File: src/rtl/instr_fetch_unit.sv
// RV32I fetch stage: owns the PC, issues one word-aligned imem read at a time and
// buffers the returned instruction for decode. Redirects squash any wrong-path fetch.
module instr_fetch_unit #(
  parameter logic [31:0] RESET_PC = 32'h0000_0000
) (
  input  logic        clk,
  input  logic        reset,
  output logic        imem_req_valid,
  input  logic        imem_req_ready,
  output logic [31:0] imem_addr,
  input  logic        imem_rsp_valid,
  input  logic [31:0] imem_rdata,
  input  logic        redirect_valid,
  input  logic [31:0] redirect_pc,
  output logic        instr_valid,
  input  logic        instr_ready,
  output logic [31:0] instr,
  output logic [31:0] instr_pc
);

  typedef enum logic [1:0] {StReq, StWait, StHold} state_e;

  state_e      state_q, state_d;
  logic [31:0] pc_q, pc_d;
  logic        kill_q, kill_d;
  logic [31:0] instr_q, instr_d;
  logic [31:0] instr_pc_q, instr_pc_d;

  logic unused_redirect_lsbs;
  assign unused_redirect_lsbs = ^redirect_pc[1:0];

  always_comb begin
    state_d    = state_q;
    pc_d       = pc_q;
    kill_d     = kill_q;
    instr_d    = instr_q;
    instr_pc_d = instr_pc_q;
    unique case (state_q)
      StReq: begin
        if (imem_req_ready) begin
          state_d = StWait;
          // A redirect racing the accept leaves an old-address request in flight.
          kill_d  = redirect_valid;
        end
      end
      StWait: begin
        if (imem_rsp_valid) begin
          if (kill_q || redirect_valid) begin
            state_d = StReq;
            kill_d  = 1'b0;
          end else begin
            instr_d    = imem_rdata;
            instr_pc_d = pc_q;
            pc_d       = pc_q + 32'd4;
            state_d    = StHold;
          end
        end else if (redirect_valid) begin
          kill_d = 1'b1;
        end
      end
      StHold: begin
        // A redirect drops the buffer; instr_valid is gated so no transfer happens.
        if (redirect_valid || instr_ready) begin
          state_d = StReq;
        end
      end
      default: begin
        state_d = StReq;
      end
    endcase
    if (redirect_valid) begin
      pc_d = {redirect_pc[31:2], 2'b00};
    end
  end

  always_ff @(posedge clk) begin
    if (reset) begin
      state_q    <= StReq;
      pc_q       <= {RESET_PC[31:2], 2'b00};
      kill_q     <= 1'b0;
      instr_q    <= 32'h0;
      instr_pc_q <= 32'h0;
    end else begin
      state_q    <= state_d;
      pc_q       <= pc_d;
      kill_q     <= kill_d;
      instr_q    <= instr_d;
      instr_pc_q <= instr_pc_d;
    end
  end

  assign imem_req_valid = (state_q == StReq) & ~reset;
  assign imem_addr      = {pc_q[31:2], 2'b00};
  assign instr_valid    = (state_q == StHold) & ~redirect_valid & ~reset;
  assign instr          = instr_q;
  assign instr_pc       = instr_pc_q;

endmodule

File: config.mk
export PLATFORM = sky130hd
export DESIGN_NAME = instr_fetch_unit
export DESIGN_NICKNAME = d
export VERILOG_FILES = /design/src/rtl/instr_fetch_unit.sv
export SDC_FILE = /design/constraint.sdc
export NUM_CORES = 1
export LEC_CHECK = 0
export CAP_MARGIN = 30
export CORE_MARGIN = 5
export CORE_UTILIZATION = 43
export DETAILED_ROUTE_END_ITERATION = 10
export PLACE_DENSITY = 0.77
export SYNTH_ARGS = -nofsm -noshare
export SYNTH_HDL_FRONTEND = slang
export SYNTH_SLANG_ARGS = --single-unit
File: constraint.sdc
create_clock -name clk -period 2.4 [get_ports clk]
set_input_delay 0.36 -clock clk [delete_from_list [all_inputs] [get_ports clk]]
set_output_delay 0.36 -clock clk [all_outputs]
set_load 0.03 [all_outputs]
; ---- After elaboration in Yosys (flattened, before gate mapping)
; Cells that the tools add are included.
[totals]
input_bits = 70
register_bits = 99
out_inout_bits = 98
elab_cells = 46
[classes]
n_reduce_logical = 11
n_eq_ne = 8
mux = 14
bitwise_logic = 6
addsub = 1
[ops]
columns = op, n
row1 = 32-bit two-way mux, 4
row2 = "32-bit by 3-bit adder with 32-bit output, second input constant", 1
row3 = 3-bit AND reduction, 3
row4 = 2-bit two-way mux, 4
row5 = "2-bit inequality test, second input constant", 4
row6 = "3-bit inequality test, second input constant", 2
row7 = 2-bit case mux with 3 select lines, 1
row8 = 2-bit nonzero test, 3
row9 = 1-bit two-way mux, 4
row10 = 4-bit AND reduction, 1
row11 = 1-bit AND, 3
row12 = 1-bit inverter, 3
row13 = "2-bit by 1-bit == test with 1-bit output, second input constant", 1
row14 = "2-bit == test, second input constant", 1
row15 = 2-bit logical NOT, 1
row16 = 1-bit logical OR, 2
row17 = 1-bit case mux with 2 select lines, 1
row18 = 2-bit OR reduction, 1

; ---- Longest topological paths before layout
[depth]
depth_word = 5
depth_mapped = 8
ltp_nobuf = 5

; ---- Least setup slack after synthesis
; OpenSTA, ideal clock, no wires.
[synth_timing]
path_kind = in2out
start = input redirect_valid
end = output instr_valid
slack_ns = 0.029
path_stages = 4
t_arrival_ns = 2.011
path_buffers = 3
t_required_ns = 2.040
path_cell_list = clkbuf_1 buf_1 clkbuf_1 nor4b_1
[synth_via]
elab_chain_len = 3
[synth_lines]
columns = element, line
row1 = from (decl), 13  ; input logic redirect_valid,
row2 = 1-bit inverter, 94  ; assign instr_valid = (state_q == StHold) & ~redirect_valid & ~reset;
row3 = 1-bit AND (2 in series), 94
row4 = to (decl), 15  ; output logic instr_valid,
; Every way passes these cells.

; ---- Worst setup path after layout
[layout_timing]
start = register pc_q[6]
end = register pc_q[29]
[layout_via]
elab_chain_len = 5
[layout_lines]
columns = element, line
row1 = from (decl), 24  ; logic [31:0] pc_q, pc_d;
row2 = from (signal assigned), 79  ; pc_q <= {RESET_PC[31:2], 2'b00};
row3 = from (signal assigned), 85  ; pc_q <= pc_d;
row4 = 32-bit by 3-bit adder with 32-bit output, 54  ; pc_d = pc_q + 32'd4;
row5 = 32-bit two-way mux, 48  ; if (kill_q || redirect_valid) begin
row6 = 32-bit two-way mux, 47  ; if (imem_rsp_valid) begin
row7 = 32-bit two-way mux, 38  ; unique case (state_q)
row8 = 32-bit two-way mux, 71  ; if (redirect_valid) begin
; Every way passes these cells. The select of a mux whose other input is x is not followed.
; A chain may end at the register's enable or synchronous reset.

==> flow_metrics.py <==
metrics = {
    "outcome": {
        "status": "finished clean",
    },
    "finish": {
        "final_area_mm2": 0.00623,
        "n_antenna_cell": 0,
        "layout_common_cells": "clkdlybuf4s50_1 (159), nand2_1 (140), dfxtp_1 (95)",
        "mostFrequentLayoutCell": "clkdlybuf4s50_1",
        "nets": 759,
        "layoutNonFillerInstCount": 825,
        "final_layout_size_suffix_gt1_share_pct": 7.08,
        "multiInputGateArea_mm2": 0.00209,
        "area_delta_synth_final_pct": 48.7,
        "ff_latch_area_mm2": 0.00190,
        "fillCellCount": 858,
    },
    "die": {
        "ios": 168,
        "die_w_um": 109,
        "die_y_um": 109,
        "fp.dieArea_mm2": 0.0118,
        "num_rows": 36,
        "core_area_mm2": 0.00964,
        "initial_core_util_pct": 43.5,
    },
    "route": {
        "viasPerCell": 5.29,
        "drc": 0,
        "totalWireLength_mm": 12.7,
        "drt-initial-drc-count": 281,
        "num_vias": 4367,
        "dr.pass1.iters": 5,
        "post_drt_wl_per_cell_um": 15.4,
        "antenna_left": 0,
    },
    "synth": {
        "synth_edf_count": 0,
        "yosys_warnings": 0,
        "ys_async_sr_fraction_pct": 0,
        "syn_inst": 535,
        "synth_flop_cell": "dfxtp_1",
        "synth_area_mm2": 0.00419,
        "syn_avg_cell_area_um2": 7.83,
        "synth-seq-cells": 95,
        "synth.distinct_cells": 47,
        "ys_seq_area_share_pct": 45.4,
    },
    "sta": {
        "setup_viol": 0,
        "fin_worst_skew_ns": 0.00767,
        "tns_ns": 0,
        "period_share_pct": 86.0,
        "rsz0062_at_grt": "no",
        "finalHoldViolCount": 0,
        "slew_violations": 0,
        "period_needed_ns": 2.06,
        "fmax_mhz": 485,
    },
    "cts": {
        "clk_pin_slew_ns": 0.09,
        "clock_sinks": 95,
        "ctsHtreeMaxLevel": 3,
        "cts_setup_buffers": 0,
        "tritoncts": "yes",
        "cts_root_buffer": "clkbuf_8",
        "cts_buffers": 9,
        "cts_resized": 0,
        "clkLatencyLatePin_ns": 0.36,
        "cts_max_path_buffers": 2,
        "holdBufCountCts": 0,
    },
    "pwr": {
        "cellInternalPower_mw": 2.49,
        "p_seq_share_pct": 50.1,
        "peakVddDrop_uv": 371,
        "powerDensity_mw_per_mm2": 545,
        "p_total_mw": 3.40,
        "p_switching_mw": 0.910,
        "p_leak_nw": 2.11,
        "clkPwrFrac_pct": 33.0,
        "switching_share_pct": 26.8,
        "p_comb_share_pct": 16.8,
    },
    "placed_design": {
        "placedCellCount": 810,
        "gp_congestion": 0.845,
        "portBuffers": 161,
        "post-dp-hpwl_mm": 9.19,
        "dpl_cell_area_mm2": 0.00602,
    },
    "worst_setup_path": {
        "critPathKind": "reg -> reg",
        "cp_max_fo": 8,
        "crit_arrival_ns": 2.36,
        "critPathCaptureType": "flop",
        "cp-start-kind": "flop",
        "required_ns": 2.70,
    },
    "grt": {
        "grt_max_degree": 42,
        "track_usage_pct": 21.4,
        "grt_overflow_total": 0,
        "antenna_found_initial": 0,
        "grt_pass1_wl_mm": 20.3,
        "first_global_vias": 4202,
    },
    "run": {
        "maxCapViolCount": 0,
    },
    "hold_path": {
        "hold_path_class": "in -> reg",
    },
}
==> worst max-delay path: stages, from the launching register on <==
cell	delay (ns)
dfxtp_1	0.46
nand4_2	0.20
or4_1	0.70
or4_1	0.57
nand3_1	0.09
==> routing by layer <==
layer  track usage (%)  part of all wire [%]
met1              26.8                    42
met2              35.3                    48
met3              4.20                   7.0
met4              9.92                   2.7
met5                 0                     0
==> path summary, 6_finish.rpt <==
kind,slack [ns],start,end,cells after the start
setup reg to reg,0.34,pc_q[6],pc_q[29],4
hold / removal,0.41,reset,instr_pc[14],2
hold reg to reg,0.46,instr[0],instr[0],2
setup / recovery,0.34,pc_q[6],pc_q[29],4
==> cells by family after synthesis <==
| group | after synthesis | share of synthesized area (%) |
|---|---|---|
| simple gates | 257 | 29.5 |
| compound gates | 117 | 17.4 |
| flops | 95 | 45.4 |
| buf+inv | 56 | 5.62 |
| xor+xnor | 8 | 1.67 |
| fa+ha+maj | 1 | 0.299 |
| other cells | 1 | 0.0895 |
==> registers in the layout, summed over array words and instances, names as in the netlist <==
register and count:
instr 32, state_q 2, kill_q 1, pc_q 30
instr_pc 30
==> area by class of cell <==
| class | instances | area share (%) |
|---|---|---|
| timing repair buffer | 185 | 29.3 |
| sequential | 95 | 30.5 |
| inverter | 10 | 0.603 |
| multi-input combinational | 387 | 33.5 |
| tap | 133 | 2.67 |
| clock buffer | 9 | 1.99 |
| clock inverter | 6 | 1.39 |
==> cell usage after synthesis, types with 5 or more instances <==
| cell type | instances | area share, % |
|---|---|---|
| buf_2 | 7 | 0.84 |
| or3_1 | 6 | 0.90 |
| nor2_1 | 28 | 2.5 |
| a311oi_1 | 15 | 3.1 |
| nor4_1 | 7 | 1.0 |
| nand3_1 | 14 | 1.7 |
| a2111oi_0 | 9 | 1.9 |
| a211oi_1 | 10 | 1.8 |
| nand4_1 | 10 | 1.5 |
| clkbuf_1 | 29 | 2.6 |
| dfxtp_1 | 95 | 45 |
| a21oi_1 | 65 | 7.8 |
| inv_1 | 10 | 0.90 |
| xnor2_1 | 5 | 1.0 |
| and3_1 | 9 | 1.3 |
| and4_1 | 9 | 1.9 |
| nand2_1 | 141 | 13 |
| buf_1 | 5 | 0.45 |
| o21ai_0 | 8 | 0.96 |
==> through the flow <==
step                      setup WS [ns]  utilization (%)  hold WS (ns)
after floorplan                  0.0288                -         0.483
after global placement            0.177             62.4         0.441
after detailed placement          0.124             62.4         0.446
after CTS                         0.328             64.6         0.385
after global routing              0.206             64.6         0.396
final                             0.337             64.6         0.408
==> power by group through the flow <==
| stage | clock network, mW | registers [mW] | logic, mW |
|---|---|---|---|
| finish | 1.12 | 1.70 | 0.572 |
| global route | 1.23 | 1.71 | 0.612 |
| CTS | 1.15 | 1.70 | 0.575 |
| detailed placement | 0 | 1.74 | 0.572 |
| global placement | 0 | 1.73 | 0.565 |
| floorplan | 0 | 1.83 | 0.184 |
Power figures use the tool's default switching activity.
